===== src/rtl/load_pkg.sv =====
// rtl/load_pkg.sv - shared states, size encodings and size helper for the load align unit
package load_pkg;

    typedef enum logic [1:0] {
        ST_IDLE,
        ST_BEAT0,
        ST_BEAT1,
        ST_RESP
    } state_t;

    localparam logic [1:0] MEM_WORD  = 2'b00;
    localparam logic [1:0] MEM_HALF  = 2'b01;
    localparam logic [1:0] MEM_BYTE  = 2'b10;
    localparam logic [1:0] MEM_DWORD = 2'b11;

    // Doubleword encoding only means 8 bytes on a 64-bit datapath; otherwise it is a byte.
    function automatic logic [3:0] sizeBytes(input logic [1:0] mem_size, input int xlen);
        case (mem_size)
            MEM_WORD:  return 4'd4;
            MEM_HALF:  return 4'd2;
            MEM_DWORD: return (xlen == 64) ? 4'd8 : 4'd1;
            default:   return 4'd1;
        endcase
    endfunction

endpackage


===== src/rtl/load_extract.sv =====
// rtl/load_extract.sv - byte extraction from two bus beats plus sign/zero extension
module load_extract
    import load_pkg::*;
#(
    parameter int XLEN = 32
) (
    input  logic [XLEN-1:0]              beat0,
    input  logic [XLEN-1:0]              beat1,
    input  logic [$clog2(XLEN/8)-1:0]    offset,
    input  logic [1:0]                   mem_size,
    input  logic                         is_signed,
    output logic [XLEN-1:0]              data
);

    localparam int OFFW = $clog2(XLEN/8);
    localparam int IW   = $clog2(2*XLEN);

    logic [2*XLEN-1:0] shifted;
    logic [OFFW+2:0]   shamt;
    logic [6:0]        nbits;
    logic [IW-1:0]     sign_idx;
    logic              fill;

    always_comb begin
        shamt    = {offset, 3'b000};
        shifted  = {beat1, beat0} >> shamt;
        nbits    = {sizeBytes(mem_size, XLEN), 3'b000};
        sign_idx = IW'(nbits - 7'd1);
        fill     = is_signed & shifted[sign_idx];
        data     = '0;
        for (int i = 0; i < XLEN; i++) begin
            data[i] = (i < int'(nbits)) ? shifted[i] : fill;
        end
    end

endmodule


===== src/rtl/load_align_unit.sv =====
// rtl/load_align_unit.sv - load unit issuing one or two aligned bus reads and aligning the result
module load_align_unit
    import load_pkg::*;
#(
    parameter int XLEN             = 32,
    parameter bit SPLIT_MISALIGNED = 1
) (
    input  logic            i_clk,
    input  logic            i_rst_n,
    input  logic            i_reqValid,
    output logic            o_reqReady,
    input  logic [XLEN-1:0] i_addr,
    input  logic [1:0]      i_memSize,
    input  logic            i_isLoadSigned,
    output logic            o_busReq,
    input  logic            i_busGnt,
    output logic [XLEN-1:0] o_busAddr,
    input  logic            i_busRvalid,
    input  logic [XLEN-1:0] i_busRdata,
    output logic            o_rspValid,
    input  logic            i_rspReady,
    output logic [XLEN-1:0] o_readDataExt,
    output logic            o_misaligned
);

    localparam int BYTES = XLEN/8;
    localparam int OFFW  = $clog2(BYTES);

    state_t          state, state_nxt;
    logic [XLEN-1:0] addr_q, beat0_q, beat1_q, aligned, ext;
    logic [1:0]      size_q;
    logic            signed_q, pend_q, mis_q;
    logic            cross_in, cross_q, capture0, capture1;

    assign aligned  = {addr_q[XLEN-1:OFFW], {OFFW{1'b0}}};
    assign cross_in = (int'(i_addr[OFFW-1:0]) + int'(sizeBytes(i_memSize, XLEN))) > BYTES;
    assign cross_q  = (int'(addr_q[OFFW-1:0]) + int'(sizeBytes(size_q, XLEN))) > BYTES;

    load_extract #(.XLEN(XLEN)) u_extract (
        .beat0     (beat0_q),
        .beat1     (beat1_q),
        .offset    (addr_q[OFFW-1:0]),
        .mem_size  (size_q),
        .is_signed (signed_q),
        .data      (ext)
    );

    always_comb begin
        state_nxt     = state;
        o_reqReady    = 1'b0;
        o_busReq      = 1'b0;
        o_busAddr     = '0;
        o_rspValid    = 1'b0;
        o_readDataExt = '0;
        o_misaligned  = 1'b0;
        capture0      = 1'b0;
        capture1      = 1'b0;
        case (state)
            ST_IDLE: begin
                o_reqReady = 1'b1;
                if (i_reqValid) begin
                    state_nxt = (!SPLIT_MISALIGNED && cross_in) ? ST_RESP : ST_BEAT0;
                end
            end
            ST_BEAT0: begin
                o_busAddr = aligned;
                o_busReq  = !pend_q;
                if (pend_q && i_busRvalid) begin
                    capture0  = 1'b1;
                    state_nxt = cross_q ? ST_BEAT1 : ST_RESP;
                end
            end
            ST_BEAT1: begin
                o_busAddr = aligned + XLEN'(BYTES);
                o_busReq  = !pend_q;
                if (pend_q && i_busRvalid) begin
                    capture1  = 1'b1;
                    state_nxt = ST_RESP;
                end
            end
            ST_RESP: begin
                o_rspValid    = 1'b1;
                o_misaligned  = mis_q;
                o_readDataExt = mis_q ? '0 : ext;
                if (i_rspReady) state_nxt = ST_IDLE;
            end
            default: state_nxt = ST_IDLE;
        endcase
    end

    // pend_q marks a granted read whose data has not returned; stray rvalid is ignored without it.
    always_ff @(posedge i_clk or negedge i_rst_n) begin
        if (!i_rst_n) begin
            state    <= ST_IDLE;
            addr_q   <= '0;
            size_q   <= '0;
            signed_q <= 1'b0;
            mis_q    <= 1'b0;
            pend_q   <= 1'b0;
            beat0_q  <= '0;
            beat1_q  <= '0;
        end else begin
            state <= state_nxt;
            if (state == ST_IDLE && i_reqValid) begin
                addr_q   <= i_addr;
                size_q   <= i_memSize;
                signed_q <= i_isLoadSigned;
                mis_q    <= !SPLIT_MISALIGNED && cross_in;
                beat1_q  <= '0;
            end
            if (o_busReq && i_busGnt) pend_q <= 1'b1;
            if (capture0 || capture1) pend_q <= 1'b0;
            if (capture0) beat0_q <= i_busRdata;
            if (capture1) beat1_q <= i_busRdata;
        end
    end

endmodule


===== config.mk =====
export PLATFORM = sky130hd
export DESIGN_NAME = load_align_unit
export DESIGN_NICKNAME = d
export VERILOG_FILES = /design/src/rtl/load_pkg.sv /design/src/rtl/load_extract.sv /design/src/rtl/load_align_unit.sv
export SDC_FILE = /design/constraint.sdc
export NUM_CORES = 1
export LEC_CHECK = 0
export ABC_AREA = 1
export CAP_MARGIN = 30
export CORE_MARGIN = 5
export CORE_UTILIZATION = 56
export CTS_CLUSTER_DIAMETER = 200
export DETAILED_ROUTE_END_ITERATION = 6
export PLACE_DENSITY_LB_ADDON = 0.05
export SYNTH_ARGS = -nofsm -noshare
export SYNTH_HDL_FRONTEND = slang
export SYNTH_HIERARCHICAL = 1
export SYNTH_SLANG_ARGS = --single-unit

===== constraint.sdc =====
create_clock -name i_clk -period 3.4 [get_ports i_clk]
set_clock_uncertainty 0.1 [all_clocks]
set_input_delay 0.68 -clock i_clk [delete_from_list [all_inputs] [get_ports i_clk]]
set_output_delay 0.68 -clock i_clk [all_outputs]
set_load 0.01 [all_outputs]

After elaboration in Yosys (flattened, before gate mapping)
Cells that the tools add are included.
Word-level totals
  word-level logic and storage cells: 118
  output and inout port bits: 68
  flip-flop bits (word level): 102
  bits of input ports: 73
Cells by class
  shift operators: 1
  reductions and logical operators: 11
  multiplexer cells: 53
  add/subtract/negate cells: 3
  eq/ne operators: 8
  bitwise operators: 1
  magnitude comparators: 34
Operator list (number)
  less-than comparator 5 x 6 -> 1 bit (first input constant): 16
  2-to-1 mux 32 bit: 3
  one-hot mux 32 bit (2 select lines): 1
  right shift 64 x 5 -> 64 bit: 1
  less-than comparator 4 x 6 -> 1 bit (first input constant): 8
  2-to-1 mux 1 bit: 42
  adder 32 x 3 -> 32 bit (second input constant): 1
  less-than comparator 3 x 6 -> 1 bit (first input constant): 4
  less-than comparator 1 x 6 -> 1 bit (first input constant): 2
  less-than comparator 2 x 6 -> 1 bit (first input constant): 2
  2-to-1 mux 2 bit: 4
  inequality test 2 bit (second input constant): 4
  one-hot mux 2 bit (4 select lines): 1
  less-than comparator 6 x 7 -> 1 bit (second input constant): 1
  binary-select mux 1 bit (select 6 bit): 1
  one-hot mux 3 bit (2 select lines): 1
  subtractor 6 x 1 -> 6 bit (second input constant): 1
  adder 2 x 4 -> 5 bit: 1
  > comparator 5 x 3 -> 1 bit (second input constant): 1
  == test 2 x 1 -> 1 bit (second input constant): 2
  == test 2 bit (second input constant): 2
  zero test 2 bit: 2
  AND reduction 4 bit: 1
  nonzero test 2 bit: 2
  5 further kinds: 7

Depth between registers and ports, before layout
Gate-level depths: netlist (run 1).
  word-level depth: 8
  gate-level depth with buffers: 12
  gate-level depth less buffers: 11

Cells and area by module
The synthesis (run 1) kept the hierarchy.
By module, submodules not included
  load_align_unit: cells each 729, area an instance 5497.8 um^2, times used 1, seq. area each 2552.4 um^2
  load_extract: cells each 228, area an instance 1038.5 um^2, times used 1, seq. area each 0.0 um^2

Worst setup path after synthesis (run 1)
Ideal clock, no wire load.
  path kind: reg-to-output
  start: reg state[0]
  end: out o_busAddr[11]
  setup slack: 1.127 ns
  arrival time: 1.493 ns
  buffers on the path: 2
  stages on the path, launching flop included: 7
  required time: 2.620 ns
  cells stage by stage: dfrtp_1 inv_1 ha_1 buf_2 buf_1 o21ai_0 a21oi_1
On the way
  longest elaborated chain between the ends: 2
  elaborated cells on any way between the ends: 3
Ends and longest elaborated chain
  from (decl): RTL line load_align_unit.sv:29  | state_t state, state_nxt;
  from (signal assigned): RTL line load_align_unit.sv:103  | state <= state_nxt;
  == test 2 bit / == test 2 x 1 -> 1 bit (equally long branches): RTL line load_align_unit.sv:58  | case (state)
  one-hot mux 32 bit (2 select lines) (*): RTL line load_align_unit.sv:58
  to (decl): RTL line load_align_unit.sv:17  | output logic [XLEN-1:0] o_busAddr,
Mark *: on every way between the ends. The rest lies on a longest branch, timed or not.

Worst setup path in the final report (run 1)
  start: reg addr_q[1]
  end: out o_readDataExt[26]
On the way
  longest elaborated chain between the ends: 6
Ends and longest elaborated chain
  from (decl): RTL line load_align_unit.sv:30  | logic [XLEN-1:0] addr_q, beat0_q, beat1_q, aligned, ext;
  from (signal assigned): RTL line load_align_unit.sv:105  | addr_q <= i_addr;
  right shift 64 x 5 -> 64 bit (*): RTL line load_extract.sv:26  | shifted = {beat1, beat0} >> shamt;
  binary-select mux 1 bit (select 6 bit): RTL line load_extract.sv:29  | fill = is_signed & shifted[sign_idx];
  2-to-1 mux 1 bit (implied by the code): RTL line load_extract.sv:29
  bitwise AND 1 bit: RTL line load_extract.sv:29
  2-to-1 mux 1 bit (*): RTL line load_extract.sv:32  | data[i] = (i < int'(nbits)) ? shifted[i] : fill;
  named net ext[26]: RTL line load_align_unit.sv:30
  2-to-1 mux 32 bit (*): RTL line load_align_unit.sv:58
  to (decl): RTL line load_align_unit.sv:22  | output logic [XLEN-1:0] o_readDataExt,
The timed path passes the listed nets; every way through them passes the cells marked *. The select of a mux whose other input is x is not followed.

==> flow_summary.toml, run 1 <==
[outcome]
run_status = "completed"

[sta]
fmax_ghz = 0.3015
setup-violations-final = 0
fin_tns_setup_ps = 0
min_period_over_period = 0.9755
unrepaired_setup_endpoints_after_global_routing = "yes"
worst_pin_slew_ps = 715.4
timing_max_transition_violations_final = 0
post-route-min-period_ps = 3317
hold_ws_ps = 64.94
worst_case_setup_margin_in_the_final_layout_ps = 83.18
maxSlewHeadroom = 0.5224
report.final.hold_viol_count = 0

[critical_path]
regToRegSetupSlack_ps = 1120
critPathMaxFanout = 9
crit_arrival_ps = 2540
cp_slowest_stage_delay_ps = 530
worst-endpoint-required_ps = 2620
critPathCaptureType = "output pin"
start_kind = "flip-flop"
path_cells = "clkinvlp_4 > nand3_1 > nand3_1 > nand3_2 > nand3_4 > nand2_1 > nand2_1 > inv_1 > clkdlybuf4s50_1"
crit_slowest_cell = "clkdlybuf4s50_1"
criticalPathCategory = "reg2out"

[clock_network]
root_buffer = "clkbuf_8"
tritoncts = "built"
clkSlewWorstSetupHoldPaths_ps = 100
tritoncts_num_sinks = 94
tritoncts.num_buffers = 9
clock_path_buffers = 2
postCtsHoldBufs = 0
ctsHtreeMaxLevel = 3
insertion_delay_ps = 380

[layout]
design.final.nets = 1130
layoutNonFillerInstCount = 1194
fin_area_sq_mm = 0.008038
seqCellArea_sq_mm = 0.002354
drive_gt1_frac = 0.08539
area.growth.synth_to_final_pct = 28.48
multi_input_area_sq_mm = 0.003268
layout.filler_cells = 937
diodes = 0

[flow_run]
max_cap_violations = 0

[route]
final_antenna_net_count = 0
detail_route.wl_per_cell_microns = 16.01
detailedRoute.firstPassIterationCount = 5
vias_per_cell = 5.546
vias = 6622
wirelength_mm = 19.12
dr.first_iter.drc_count = 685
detail_route.drc_violations = 0

[global_routing]
grt_first_pass_wirelength_mm = 30.57
grt_antenna_before_repair = 0
global_route.overflow_total = 0
track_usage = 0.2886
grt_pass1_vias = 6414
grt_max_degree = 78

[power_and_ir_drop]
power.ir.vdd_worst_mv = 0.5161
power.static_leakage_nw = 3.880
seqPwrFrac = 0.291
p_int_mw = 3.810
power-per-cell-area_mw_per_mm2 = 918.3
pwr-share-clk = 0.106
combinationalPowerShare = 0.603
swShare = 0.4838
power_switching_mw = 3.571

[synthesis]
netlist_area_sq_mm = 0.006256
ys_warn_count = 6
synthesis.area_per_instance_sq_um = 6.705
syn_inst = 933

[place]
pre_cts_slack_ps = 460.8
io_buffer_count = 137
post_dp_cell_area_sq_mm = 0.007714
place.detailed.hpwl_mm = 13.67
dpl.cell_count = 1174
routabilityCongestion = 0.9638

[floorplanning]
die_area_sq_mm = 0.01339
num_rows = 38
chipHeight_microns = 115.7
die_w_microns = 115.7
coreArea_sq_mm = 0.01089
floorplan.io_pins = 141
floorplan.initialDensity = 0.5746

[hold_path]
hp-class = "in2async"
[power by group through the flow]
stage / clock network, mW / registers, mW / logic (mW)
floorplan: 0 / 1.97 / 2.80
global placement: 0 / 2.13 / 4.15
detailed placement: 0 / 2.13 / 4.21
CTS: 0.790 / 2.12 / 4.23
global route: 0.827 / 2.22 / 4.94
finish: 0.782 / 2.15 / 4.45
[metal layers]
| metal | global-route usage | vias to the layer above | part of all wire |
|---|---|---|---|
| met5 | 0 | - | 0 |
| met4 | 0.1709 | 0 | 0.052 |
| met3 | 0.04856 | 67 | 0.071 |
| met2 | 0.4807 | 282 | 0.48 |
| met1 | 0.3527 | 3057 | 0.40 |
| li1 | - | 3216 | - |
[worst paths after layout]
kind / cells after the start / end / from
max: 9 / o_readDataExt[26] / addr_q[1]$_DFFE_PN0P_
min: 1 / addr_q[27]$_DFFE_PN0P_ / i_rst_n
max reg2reg: 7 / beat0_q[14]$_DFFE_PN0P_ / state[0]$_DFFE_PN0P_
min reg2reg: 2 / beat0_q[27]$_DFFE_PN0P_ / beat0_q[27]$_DFFE_PN0P_
max in group asynchronous: 2 / addr_q[0]$_DFFE_PN0P_ / i_rst_n
min in group i_clk: 2 / beat0_q[27]$_DFFE_PN0P_ / beat0_q[27]$_DFFE_PN0P_
[repair_timing]
item	4_1_cts	5_1_grt
gates resized for setup	0	19
buffers inserted	0	3
endpoints found under the setup margin	0	39
[cell usage in the layout (no fill, tap or decap), types with 2 or more instances in the layout]
master / instances
a31oi_1: 2
clkdlybuf4s50_1: 136
clkbuf_8: 11
inv_1: 108
nand2_2: 6
o21bai_1: 2
nor2_2: 9
nand3_1: 55
a21oi_1: 101
nand4_1: 8
inv_2: 5
dfrtp_1: 93
clkinvlp_4: 3
nand3_2: 2
buf_12: 5
conb_1: 3
buf_4: 14
mux2_2: 18
nand2_1: 257
clkbuf_1: 2
ha_1: 6
nor2_1: 68
nand3_4: 3
buf_6: 3
o21ai_0: 115
nor3_1: 4
[through the flow]
step,utilization,power (mW)
finish,0.7382,7.381
global route,0.7382,7.984
CTS,0.7270,7.139
detailed placement,0.7085,6.344
global placement,0.7085,6.280
floorplan,-,4.767
[critical path, delay by kind of cell (launching register included)]
family	cells	cell delay [ps]
and+or+nand+nor	6	880
buffers and inverters	3	840
DFF	1	450
[sequential cells by signal (all words and copies together) (netlist names)]
signal / count
addr_q: 32
beat1_q: 24
state: 2
size_q: 2
pend_q: 1
beat0_q: 32
signed_q: 1
[cell type report]
| cell class | count | area share |
|---|---|---|
| clock buffers | 13 | 0.01977 |
| clock inverters | 3 | 0.005293 |
| inverters | 115 | 0.05464 |
| multi-input cells | 671 | 0.4066 |
| flip-flops and latches | 94 | 0.2928 |
| well taps | 140 | 0.02179 |
| repair buffers | 158 | 0.1991 |
Note: power is estimated with default switching activity, not from simulation.
==> run 2, diff against run 1 <==
GPL_ROUTABILITY_DRIVEN = 0   (was default)
==> run 2 against run 1 <==
Non-clock buffer count decreased by 1. Hold slack improved by 25 ps. Clock-buffer cell count decreased by 4. Cell area decreased by 0.72%. Setup slack got worse by 27 ps. Register-to-register slack improved by 180 ps. First-iteration DRC count increased by 24%. Critical path type unchanged.
==> flow_summary.toml, run 2 (same netlist as run 1, synthesis figures left out) <==
[flow_run]
max_cap_violations = 0

[global_routing]
grt-busiest-layer = "met2"
grtUsageMet2 = 0.4761
met3_track_usage_gr = 0.06266
grt_max_degree = 73
met1_global_route_usage = 0.3491
grt_pass1_vias = 6413
track_usage = 0.2837
grt_first_pass_wirelength_mm = 30.25
grt_antenna_before_repair = 0
global_route.overflow_total = 0

[route]
detailedRoute.firstPassIterationCount = 6
detail_route.drc_violations = 0
vias = 6682
wirelength_mm = 19.17
detail_route.wl_per_cell_microns = 16.09
final_antenna_net_count = 0
vias_per_cell = 5.606
dr.first_iter.drc_count = 850

[sta]
maxSlewHeadroom = 0.5082
setup-violations-final = 0
fmax_ghz = 0.2991
unrepaired_setup_endpoints_after_global_routing = "yes"
timing_max_transition_violations_final = 0
worst_case_setup_margin_in_the_final_layout_ps = 56.22
fin_tns_setup_ps = 0
min_period_over_period = 0.9835
report.final.hold_viol_count = 0
post-route-min-period_ps = 3344
worst_pin_slew_ps = 736.6

[critical_path]
crit_arrival_ps = 2560
worst-endpoint-required_ps = 2620
timing.rr.end = "beat1_q[9]$_DFFE_PN0P_"
timing.critical_path.to = "o_readDataExt[16]"
crit-reg2reg-launch = "state[0]$_DFFE_PN0P_"
critPathCaptureType = "output pin"
worstRegToRegCells = 7
critPathMaxFanout = 16
regToRegSetupSlack_ps = 1300
start_kind = "flip-flop"
crit_path_start = "size_q[0]$_DFFE_PN0P_"
criticalPathCategory = "reg2out"

[outcome]
run_status = "completed"

[floorplanning]
coreArea_sq_mm = 0.01089
floorplan.io_pins = 141
die_area_sq_mm = 0.01339
chipHeight_microns = 115.7
floorplan.initialDensity = 0.5746
die_w_microns = 115.7
num_rows = 38

[layout]
layout.cells.most_common = "nand2_1"
post-route-util = 0.7329
reg_top3 = "addr_q (32), beat0_q (32), beat1_q (24)"
layout.filler_cells = 930
area.growth.synth_to_final_pct = 27.56
multi_input_area_sq_mm = 0.003237
design.final.nets = 1128
seqCellArea_sq_mm = 0.002357
drive_gt1_frac = 0.08650
final_cell_mix = "nand2_1, clkdlybuf4s50_1, o21ai_0"
diodes = 0

[power_and_ir_drop]
power.static_leakage_nw = 3.871
power.ir.vdd_worst_mv = 0.4234
post_layout_total_power_mw = 7.359
power-per-cell-area_mw_per_mm2 = 922.1

[clock_network]
root_buffer = "clkbuf_8"
clkSlewWorstSetupHoldPaths_ps = 100
clock_path_buffers = 2
tritoncts = "built"
insertion_delay_ps = 380
ctsHtreeMaxLevel = 3
tritoncts.num_buffers = 9
tritoncts_num_sinks = 94

[hold_path]
hp-class = "in2async"

[place]
place.detailed.hpwl_mm = 13.59
pre_cts_slack_ps = 412.1
io_buffer_count = 137
-- run 2: cell type report --
type                       instances  area share
clock buffer                       9     0.01552
clock inverter                     7    0.009721
inverter                         115     0.05409
multi-input combinational        670      0.4056
sequential                        94      0.2954
tap                              140     0.02195
timing repair buffer             157      0.1977
-- run 2: per-layer routing --
metal  up-vias  part of all wire
li1       3205                 -
met1      3053              0.38
met2       369              0.49
met3        55             0.088
met4         0             0.038
met5         -                 0
-- run 2: how the worst min path moves through the flow --
| stage | from | slack (ps) | depth (start not counted) | end |
|---|---|---|---|---|
| floorplan | i_rst_n | 280 | 0 | addr_q[0]$_DFFE_PN0P_ |
| global route | i_rst_n | 90 | 1 | addr_q[13]$_DFFE_PN0P_ |
| detailed placement | beat0_q[24]$_DFFE_PN0P_ | 380 | 2 | beat0_q[24]$_DFFE_PN0P_ |
| global placement | beat0_q[24]$_DFFE_PN0P_ | 370 | 2 | beat0_q[24]$_DFFE_PN0P_ |
| finish | i_rst_n | 90 | 1 | addr_q[14]$_DFFE_PN0P_ |
| CTS | i_rst_n | 90 | 1 | addr_q[23]$_DFFE_PN0P_ |
-- run 2: where the power goes --
group	internal (mW)	switching (mW)
registers	1.61	0.524
logic	1.80	2.64
clock network	0.349	0.437
total	3.76	3.60
-- run 2: what timing repair did --
action | CTS | global route
cloned | 0 | 1
setup endpoints to repair | 4 | 45
endpoints found under the hold margin | 0 | 0
hold buffers | 0 | 0
buffers inserted | 0 | 1
resized for setup | 1 | 12
-- run 2: through the flow --
| stage | hold slack (ps) | area, sq um | instances |
|---|---|---|---|
| 5_1_grt | 89.62 | 7980 | 1192 |
| 4_1_cts | 90.64 | 7920 | 1190 |
| 3_5_place_dp | 380.7 | 7714 | 1174 |
| 2_1_floorplan | 284.4 | 6264 | 935 |
| 3_3_place_gp | 366.1 | 7714 | 1174 |
| 6_report | 89.60 | 7980 | 1192 |
-- run 2: worst max-delay path, stage by stage, from the launching register on --
cell and delay [ps]:
dfrtp_1 430, nor2_1 100, inv_1 500, nand3_4 310
nand2_1 180, nand2_1 70, inv_1 70, clkdlybuf4s50_1 520
